==> config.mk <==
export PLATFORM = sky130hd
export DESIGN_NAME = cdb_arbiter_flat
export DESIGN_NICKNAME = d
export VERILOG_FILES = /design/src/rtl/cdb_arbiter_if.sv /design/src/rtl/cdb_arbiter.sv /design/src/flat_wrapper.sv
export SDC_FILE = /design/constraint.sdc
export NUM_CORES = 1
export LEC_CHECK = 0
export BUFFER_PORTS_ARGS = -buffer_cell sky130_fd_sc_hd__buf_2
export CAP_MARGIN = 20
export CORE_MARGIN = 3
export CORE_UTILIZATION = 50
export DETAILED_ROUTE_END_ITERATION = 10
export GPL_TIMING_DRIVEN = 1
export PLACE_DENSITY = 0.81
export SLEW_MARGIN = 20
export SYNTH_ARGS = -nofsm -noshare
export SYNTH_HDL_FRONTEND = slang
export SYNTH_SLANG_ARGS = --single-unit
export TNS_END_PERCENT = 100
==> constraint.sdc <==
create_clock -name clk -period 4.4 [get_ports clk]
set_clock_uncertainty 0.1 [all_clocks]
set_input_delay 0 -clock clk [delete_from_list [all_inputs] [get_ports clk]]
set_output_delay 0 -clock clk [all_outputs]
set_load 0.02 [all_outputs]
==> src/rtl/cdb_arbiter_if.sv <==
// Result channels from the functional units into the CDB arbiter, plus the broadcast bus out of it.
// The master modport is the arbiter side; the slave modport is the execution-unit / snooper side.
interface cdb_arbiter_if #(
  parameter int BW_PROCESSOR_DATA = 32,
  parameter int BW_TAG            = 2,
  parameter int NUM_SOURCE        = 3
);
  logic [NUM_SOURCE-1:0]                   i_fu_valid;
  logic [NUM_SOURCE-1:0]                   i_fu_ready;
  logic [NUM_SOURCE*BW_TAG-1:0]            i_fu_tag_flatten;
  logic [NUM_SOURCE*BW_PROCESSOR_DATA-1:0] i_fu_data_flatten;
  logic                                    o_cdb_valid;
  logic [BW_TAG-1:0]                       o_cdb_tag;
  logic signed [BW_PROCESSOR_DATA-1:0]     o_cdb_data;

  modport master (
    input  i_fu_valid, i_fu_tag_flatten, i_fu_data_flatten,
    output i_fu_ready, o_cdb_valid, o_cdb_tag, o_cdb_data
  );

  modport slave (
    output i_fu_valid, i_fu_tag_flatten, i_fu_data_flatten,
    input  i_fu_ready, o_cdb_valid, o_cdb_tag, o_cdb_data
  );
endinterface

==> src/rtl/cdb_arbiter.sv <==
// Round-robin CDB arbiter: one result buffer per source, registered broadcast one edge after capture.
// Ready depends only on buffer state; the CDB itself has no backpressure.
module cdb_arbiter #(
  parameter int BW_PROCESSOR_DATA = 32,
  parameter int BW_TAG            = 2,
  parameter int NUM_SOURCE        = 3
) (
  input logic            clk,
  input logic            rst_n,
  cdb_arbiter_if.master  bus
);
  localparam int PTR_W = $clog2(NUM_SOURCE);

  logic [NUM_SOURCE-1:0]               buf_valid;
  logic [BW_TAG-1:0]                   buf_tag  [NUM_SOURCE];
  logic signed [BW_PROCESSOR_DATA-1:0] buf_data [NUM_SOURCE];

  logic [BW_TAG-1:0]                   fu_tag   [NUM_SOURCE];
  logic signed [BW_PROCESSOR_DATA-1:0] fu_data  [NUM_SOURCE];

  logic [PTR_W-1:0]      ptr;
  logic [PTR_W-1:0]      grant_idx;
  logic [PTR_W-1:0]      ptr_next;
  logic                  grant_any;
  logic [NUM_SOURCE-1:0] grant;
  logic [NUM_SOURCE-1:0] fu_ready;
  logic [NUM_SOURCE-1:0] fu_take;

  logic                                cdb_valid;
  logic [BW_TAG-1:0]                   cdb_tag;
  logic signed [BW_PROCESSOR_DATA-1:0] cdb_data;

  always_comb begin
    for (int k = 0; k < NUM_SOURCE; k++) begin
      fu_tag[k]  = bus.i_fu_tag_flatten[k*BW_TAG +: BW_TAG];
      fu_data[k] = bus.i_fu_data_flatten[k*BW_PROCESSOR_DATA +: BW_PROCESSOR_DATA];
    end
  end

  // Scanning 2*NUM_SOURCE slots from ptr covers the wrap without a modulo on ptr.
  always_comb begin
    grant_any = 1'b0;
    grant_idx = '0;
    for (int i = 0; i < 2*NUM_SOURCE; i++) begin
      if (!grant_any && i >= int'(ptr) && buf_valid[i % NUM_SOURCE]) begin
        grant_any = 1'b1;
        grant_idx = PTR_W'(i % NUM_SOURCE);
      end
    end
  end

  always_comb begin
    grant = '0;
    if (grant_any) grant[grant_idx] = 1'b1;
  end

  assign ptr_next = (grant_idx == PTR_W'(NUM_SOURCE-1)) ? '0 : grant_idx + 1'b1;
  assign fu_ready = ~buf_valid | grant;

  // Tag-0 results complete the handshake but are never buffered.
  always_comb begin
    for (int k = 0; k < NUM_SOURCE; k++) begin
      fu_take[k] = bus.i_fu_valid[k] && fu_ready[k] && (fu_tag[k] != '0);
    end
  end

  always_ff @(posedge clk or negedge rst_n) begin
    if (!rst_n) begin
      buf_valid <= '0;
      ptr       <= '0;
      cdb_valid <= 1'b0;
      cdb_tag   <= '0;
      cdb_data  <= '0;
    end else begin
      for (int k = 0; k < NUM_SOURCE; k++) begin
        if (fu_take[k])    buf_valid[k] <= 1'b1;
        else if (grant[k]) buf_valid[k] <= 1'b0;
      end
      cdb_valid <= grant_any;
      if (grant_any) begin
        cdb_tag  <= buf_tag[grant_idx];
        cdb_data <= buf_data[grant_idx];
        ptr      <= ptr_next;
      end
    end
  end

  always_ff @(posedge clk) begin
    for (int k = 0; k < NUM_SOURCE; k++) begin
      if (fu_take[k]) begin
        buf_tag[k]  <= fu_tag[k];
        buf_data[k] <= fu_data[k];
      end
    end
  end

  assign bus.i_fu_ready  = fu_ready;
  assign bus.o_cdb_valid = cdb_valid;
  assign bus.o_cdb_tag   = cdb_tag;
  assign bus.o_cdb_data  = cdb_data;
endmodule

==> src/flat_wrapper.sv <==
// flat-port wrapper written by rule: the top's interface ports become plain ports
module cdb_arbiter_flat 
#(
  parameter int BW_PROCESSOR_DATA = 32,
  parameter int BW_TAG            = 2,
  parameter int NUM_SOURCE        = 3
)
  (clk, rst_n, bus_i_fu_valid, bus_i_fu_tag_flatten, bus_i_fu_data_flatten, bus_i_fu_ready, bus_o_cdb_valid, bus_o_cdb_tag, bus_o_cdb_data);
  cdb_arbiter_if #(.BW_PROCESSOR_DATA(BW_PROCESSOR_DATA), .BW_TAG(BW_TAG), .NUM_SOURCE(NUM_SOURCE)) bus_i ();
  input logic clk;
  input logic rst_n;
  input wire logic [$bits(bus_i.i_fu_valid)-1:0] bus_i_fu_valid;
  input wire logic [$bits(bus_i.i_fu_tag_flatten)-1:0] bus_i_fu_tag_flatten;
  input wire logic [$bits(bus_i.i_fu_data_flatten)-1:0] bus_i_fu_data_flatten;
  output wire logic [$bits(bus_i.i_fu_ready)-1:0] bus_i_fu_ready;
  output wire logic [$bits(bus_i.o_cdb_valid)-1:0] bus_o_cdb_valid;
  output wire logic [$bits(bus_i.o_cdb_tag)-1:0] bus_o_cdb_tag;
  output wire logic [$bits(bus_i.o_cdb_data)-1:0] bus_o_cdb_data;
  assign bus_i.i_fu_valid = bus_i_fu_valid;
  assign bus_i.i_fu_tag_flatten = bus_i_fu_tag_flatten;
  assign bus_i.i_fu_data_flatten = bus_i_fu_data_flatten;
  assign bus_i_fu_ready = bus_i.i_fu_ready;
  assign bus_o_cdb_valid = bus_i.o_cdb_valid;
  assign bus_o_cdb_tag = bus_i.o_cdb_tag;
  assign bus_o_cdb_data = bus_i.o_cdb_data;
  cdb_arbiter #(.BW_PROCESSOR_DATA(BW_PROCESSOR_DATA), .BW_TAG(BW_TAG), .NUM_SOURCE(NUM_SOURCE)) u_core (.clk(clk), .rst_n(rst_n), .bus(bus_i));
endmodule
==> results of run 1 <==
[logic make-up after synthesis]
family	Yosys count	synth area share
AOI/OAI and AO/OA	60	0.102
buffers and inverters	16	0.0139
DFF	142	0.822
and+or+nand+nor	73	0.0625
[Yosys cell counts (all sizes together)]
cell type and number:
inv 2, buf 7, a311oi 1, nand3b 2, nand2 42, nor2 18
nor3 1, nand2b 4, nor3b 1, a222oi 34, edfxtp 102, o211a 1
a21oi 16, o21ai 3, clkbuf 7, nor2b 4, o311ai 1, a21o 2
or2 1, a31o 1, o31a 1, dfrtp 40
[worst max-delay path by stage]
stage / depth (start not counted) / slack [ns] / startpoint / to
after floorplan: 4 / 0.94 / u_core.buf_valid[2] / u_core.buf_data[1][0]
after global placement: 5 / 1.56 / u_core.buf_valid[2] / u_core.buf_data[1][13]
after detailed placement: 5 / 1.46 / u_core.buf_valid[2] / u_core.buf_data[1][14]
after CTS: 5 / 1.43 / u_core.buf_valid[2] / u_core.buf_data[1][15]
after global routing: 4 / 1.21 / u_core.buf_valid[1] / u_core.buf_data[0][14]
final: 4 / 1.35 / u_core.buf_valid[2] / u_core.buf_data[0][14]
[cell usage in the layout (no fill, tap or decap), types with 2 or more instances in the layout]
cell type / n
a21o_1: 2
a21oi_1: 15
a222oi_1: 34
buf_2: 144
buf_4: 4
bufinv_16: 4
clkbuf_16: 16
clkinv_4: 2
clkinvlp_4: 5
dfrtp_1: 40
dlygate4sd3_1: 106
edfxtp_1: 102
inv_1: 2
nand2_1: 42
nand2b_1: 4
nand3b_1: 2
nor2_1: 17
nor2b_1: 2
nor2b_4: 2
o21ai_0: 3
[state kept, by name (all words and copies together), names as in the netlist]
register and cells:
u_core.buf_data 96, u_core.buf_tag 6, u_core.buf_valid 3, u_core.bus.o_cdb_data 32, u_core.bus.o_cdb_tag 2, u_core.bus.o_cdb_valid 1, u_core.ptr 2
[per-layer routing]
layer | global-route usage | vias up
met3 | 0.0618 | 43
met4 | 0.115 | 0
li1 | - | 1674
met1 | 0.335 | 1871
met2 | 0.480 | 235
met5 | 0 | -
[area by class of cell]
type / instances / area (µm²) / area share
antenna: 1 / 2.50 / 0.000333
clock buffer: 18 / 418 / 0.0556
clock inverter: 14 / 193 / 0.0256
inverter: 2 / 7.51 / 0.000999
multi-input combinational: 133 / 860 / 0.114
sequential: 142 / 4060 / 0.541
tap: 129 / 161 / 0.0215
timing repair buffer: 254 / 1810 / 0.241
[repair_timing]
item / in CTS / in global routing
buffers inserted: 0 / 0
endpoints found under the hold margin: 145 / 0
setup endpoints to repair: 0 / 0
hold buffers: 106 / 0
[power by group]
group	internal (mW)	switching [mW]	total [mW]
Clock	0.920	0.550	1.47
Sequential	1.90	0.219	2.12
Combinational	0.598	1.10	1.70
[metrics by stage]
step / hold WS, ns / instances / setup slack [ns]
finish: 0.0870 / 693 / 1.35
global placement: 0.0773 / 554 / 1.56
detailed placement: 0.0781 / 554 / 1.46
floorplan: -0.396 / 291 / 0.935
global route: 0.0795 / 693 / 1.21
CTS: 0.0749 / 692 / 1.43
[worst max-delay path, cell delays in order (launching register included)]
cell      delay, ns
dfrtp_1        0.46
nor2_1         0.25
o211a_1        0.69
nand2b_1       0.25
nor2b_4        0.88
==> flow_metrics.tcl, run 1 <==
set metrics [dict create \
    outcome "finished clean" \
    r2r_end "u_core.buf_data[0][14]" \
    worstHoldEndpoint "u_core.buf_data[1][11]" \
    wl_met2_mm 7.86 \
    drv_slew 0 \
    cap_violations 0 \
    post-route-util 0.798 \
    dp_hpwl_mm 7.48 \
    overflow 0 \
    yosys_register_bits 142 \
    gp_congestion 0.768 \
    synth.area.top_cells "edfxtp_1 (62%), dfrtp_1 (20%), a222oi_1 (6.9%)" \
    grt_pass1_vias 4135 \
    p_per_area_mw_per_mm2 703 \
    min_period_ns 3.05 \
    via_per_inst 5.52 \
    wl_met3_mm 1.05 \
    synthDistinctLibCells 22 \
    worst_pin_slew_ns 1.10 \
    p_leak_nw 3.09 \
    synth_top_area_share 0.619 \
    slew_headroom 0.264 \
    critPathMaxFanout 34 \
    ys.warnings.count 0 \
    route.detailed.drc 0 \
    clkLatencyLatePin_ns 0.51 \
    wl_met1_mm 5.44 \
    r2r_start "u_core.buf_valid[2]" \
    cp-end-kind "flop" \
    critPathKind "reg2reg" \
    h-tree-depth 4 \
    port_buffers 144 \
    min_path_type "in2reg" \
    routed.top_layer "met4" \
    finalPower_mw 5.28 \
    grt_antenna_before_repair 1 \
    max_freq_ghz 0.328 \
    path_clk_slew_ns 0.06 \
    cts_root_buffer "clkbuf_8" \
    cts_resized 0 \
    area_delta_synth_final_pct 52.0 \
    place_area_mm2 0.00584 \
    hold_depth 2 \
    reg2reg_setup_slack_ns 1.35 \
    setup-tns-final_ns 0 \
    synth_top_area_cell "edfxtp_1" \
    synthesis.instances 291 \
    syn_avg_cell_area_um2 17.0 \
    yosysSeqAreaShare 0.822 \
    cts_buffers 17 \
    grt_usage 0.277 \
    vias 3823 \
    cts.sinks 142 \
    ios 145 \
    synth_area_mm2 0.00495 \
    cts.path.max_buffers 2 \
    routed_wl_mm 14.8 \
    drtIter0Drc 484 \
    period_share 0.692 \
    reg2reg_depth 4 \
    grt_pass1_wl_mm 23.1 \
    die_width_um 105 \
    die-area_mm2 0.0111 \
    routedWlPerCell_um 21.4 \
    core_mm2 0.00942 \
    hold_start "bus_i_fu_data_flatten[43]" \
    rsz0062_at_grt "no" \
    final_hold_viol_count 0 \
    final_nets 657 \
    vdd_drop_max_mv 0.484 \
    crit_path_start_kind "flop" \
    dr.pass1.iters 6 \
    die_h_um 105 \
    stdcell_area_mm2 0.00752 \
    grt_max_degree 41 \
    setup_violations 0 \
    ant_nets 0 \
    row_count 35 \
    drive_gt1_frac 0.332 \
    arrival_ns 3.08 \
    cts_tree "done" \
    synth_fp_nets 398 \
    cp.required_ns 4.43 \
    fillers 492 \
    initial_core_util 0.525 \
]
No activity file was read; power rests on OpenSTA's default activity.
==> inputs of run 2 (changes only) <==
- ABC_AREA: unset -> 1
- PLACE_DENSITY: 0.81 -> 0.8
- clock period: 4.4 -> 3.1 ns (I/O delays scaled with it)
==> run 2 against run 1 <==
Design area grew 3.3%. Register-to-register slack lost 0.90 ns. Combinational power grew 69%. Via count grew 7.2%. Critical endpoint is now u_core.buf_data[0][15]. Largest power group unchanged.
==> flow_metrics.tcl, run 2 <==
set metrics [dict create \
    outcome "finished clean" \
    ys.flop_type "edfxtp_1" \
    worst_pin_slew_ns 0.967 \
    setup_ws_ns 0.459 \
    drive_gt1_frac 0.307 \
    post-place-ws_ns 0.537 \
    drtIter0Drc 351 \
    cp.required_ns 3.20 \
    synth_xor_area_frac 0 \
    via_per_inst 5.23 \
    grt_antenna_before_repair 0 \
    synthDistinctLibCells 25 \
    period_share 0.852 \
    synth_edf_count 102 \
    synth.area.top_cells "edfxtp_1 (59%), dfrtp_1 (19%), nand2_1 (6.2%)" \
    layout.cells.non_filler 784 \
    vias 4099 \
    synthesis.instances 375 \
    synth-simple-area-share 0.142 \
    yosys_register_bits 142 \
    slew_headroom 0.356 \
    grt_pass1_wl_mm 22.6 \
    final_hold_viol_count 0 \
    ys.warnings.count 0 \
    max_freq_ghz 0.379 \
    grt_max_degree 41 \
    cts_resized 0 \
    post-route-util 0.780 \
    reg2reg_setup_slack_ns 0.46 \
    clkLatencyLatePin_ns 0.52 \
    synth_area_mm2 0.00520 \
    synth_top_area_cell "edfxtp_1" \
    cts_buffers 17 \
    min_path_type "in2async" \
    port_buffers 144 \
    gp_congestion 0.822 \
    reg2reg_depth 7 \
    overflow 0 \
    dp.cells 646 \
    finalPower_mw 7.93 \
    critPathMaxFanout 22 \
    final_common_cell "buf_2" \
    place_area_mm2 0.00611 \
    synthArstFlopShare 0.282 \
    rsz0062_at_grt "no" \
    r2r_start "u_core.buf_valid[0]" \
    synth_common_cells "edfxtp_1 (102), nand2_1 (86), dfrtp_1 (40)" \
    setup_violations 0 \
    stdcell_area_mm2 0.00777 \
    dr.pass1.iters 6 \
    cap_violations 0 \
    cts.path.max_buffers 2 \
    arrival_ns 2.74 \
    vdd_drop_max_mv 0.643 \
    p_per_area_mw_per_mm2 1020 \
    r2r_end "u_core.buf_data[0][15]" \
    crit_path_start_kind "flop" \
    grt_pass1_vias 4380 \
    yosysSeqAreaShare 0.782 \
    cts.sinks 142 \
    syn_avg_cell_area_um2 13.9 \
    synthMuxAreaShare 0 \
    ios 145 \
    cts_tree "done" \
    area_delta_synth_final_pct 49.4 \
    synthAdderAreaFrac 0 \
    synth_top_area_share 0.589 \
    row_count 36 \
    final_nets 745 \
    core_mm2 0.00995 \
    grt_usage 0.265 \
    synth_top_family_by_area "simple AND/OR/NAND/NOR gates" \
    h-tree-depth 4 \
    drv_slew 0 \
    min_period_ns 2.64 \
    largest_register_ffs 96 \
    ant_nets 0 \
    p_leak_nw 3.33 \
    synth_fp_nets 482 \
    setup-tns-final_ns 0 \
    final_cell_mix "buf_2 (144), dlygate4sd3_1 (106), edfxtp_1 (102), nand2_1 (85), dfrtp_1 (40)" \
    path_clk_slew_ns 0.06 \
    cts_root_buffer "clkbuf_8" \
    cp-end-kind "flop" \
    critPathKind "reg2reg" \
    diodes 0 \
    route.detailed.drc 0 \
    yosysMostFrequentCell "edfxtp_1" \
    initial_core_util 0.522 \
    die_h_um 108 \
    regMostFlops "u_core.buf_data" \
    routed_wl_mm 14.9 \
    die-area_mm2 0.0117 \
    synth_compound_area_frac 0.0486 \
    dp_hpwl_mm 8.34 \
    routedWlPerCell_um 19.0 \
    holdWs_ns 0.0792 \
    die_width_um 108 \
]
[run 2: worst max-delay path by stage]
stage | from | end | slack (ns) | cells after the start
after floorplan | u_core.buf_valid[1] | u_core.buf_data[2][0] | 0.45 | 7
after global placement | u_core.buf_valid[2] | u_core.buf_data[0][30] | 0.68 | 7
after detailed placement | u_core.ptr[1] | u_core.buf_data[0][14] | 0.54 | 8
after CTS | u_core.ptr[1] | u_core.buf_data[0][25] | 0.52 | 8
after global routing | u_core.buf_valid[0] | u_core.buf_data[1][18] | 0.29 | 8
final | u_core.buf_valid[0] | u_core.buf_data[0][15] | 0.46 | 7
[run 2: final cells by class]
| cell class | instances | area [µm²] |
|---|---|---|
| clock inverter | 13 | 163 |
| sequential | 142 | 4060 |
| inverter | 20 | 77.6 |
| timing repair buffer | 258 | 1850 |
| clock buffer | 19 | 432 |
| tap | 133 | 166 |
| multi-input combinational | 199 | 1010 |
| fill | 543 | 2190 |
[run 2: logic make-up after synthesis]
group / Yosys count
flip-flops: 142
AND/OR/NAND/NOR: 162
buffers and inverters: 34
AO/OA/AOI/OAI: 37
[run 2: critical path, cell delays in order (launching register included)]
cell       delay, ns
dfrtp_1         0.45
inv_1           0.14
o2111ai_1       0.15
nand2_2         0.33
nor2_4          0.36
nand2_4         0.12
a21oi_4         0.34
buf_4           0.32
[run 2: layer usage]
layer / wire length, µm / track usage / vias to the layer above
met1: 5540 / 0.315 / 1976
met2: 7940 / 0.468 / 236
met4: 416 / 0.106 / 0
met5: 0 / 0 / -
met3: 968 / 0.0621 / 39
li1: - / - / 1848
[run 2: repair_timing]
item                                   in CTS  in global routing
hold buffers                              106                  0
buffers inserted                            0                  0
endpoints found under the hold margin     153                  0
[run 2: power by group]
part	total [mW]	leakage [nW]	switching, mW	internal (mW)
registers	3.02	1.42	0.278	2.74
logic	2.87	1.62	1.96	0.912
clock network	2.04	0.287	0.793	1.25
total	7.93	3.33	3.03	4.90
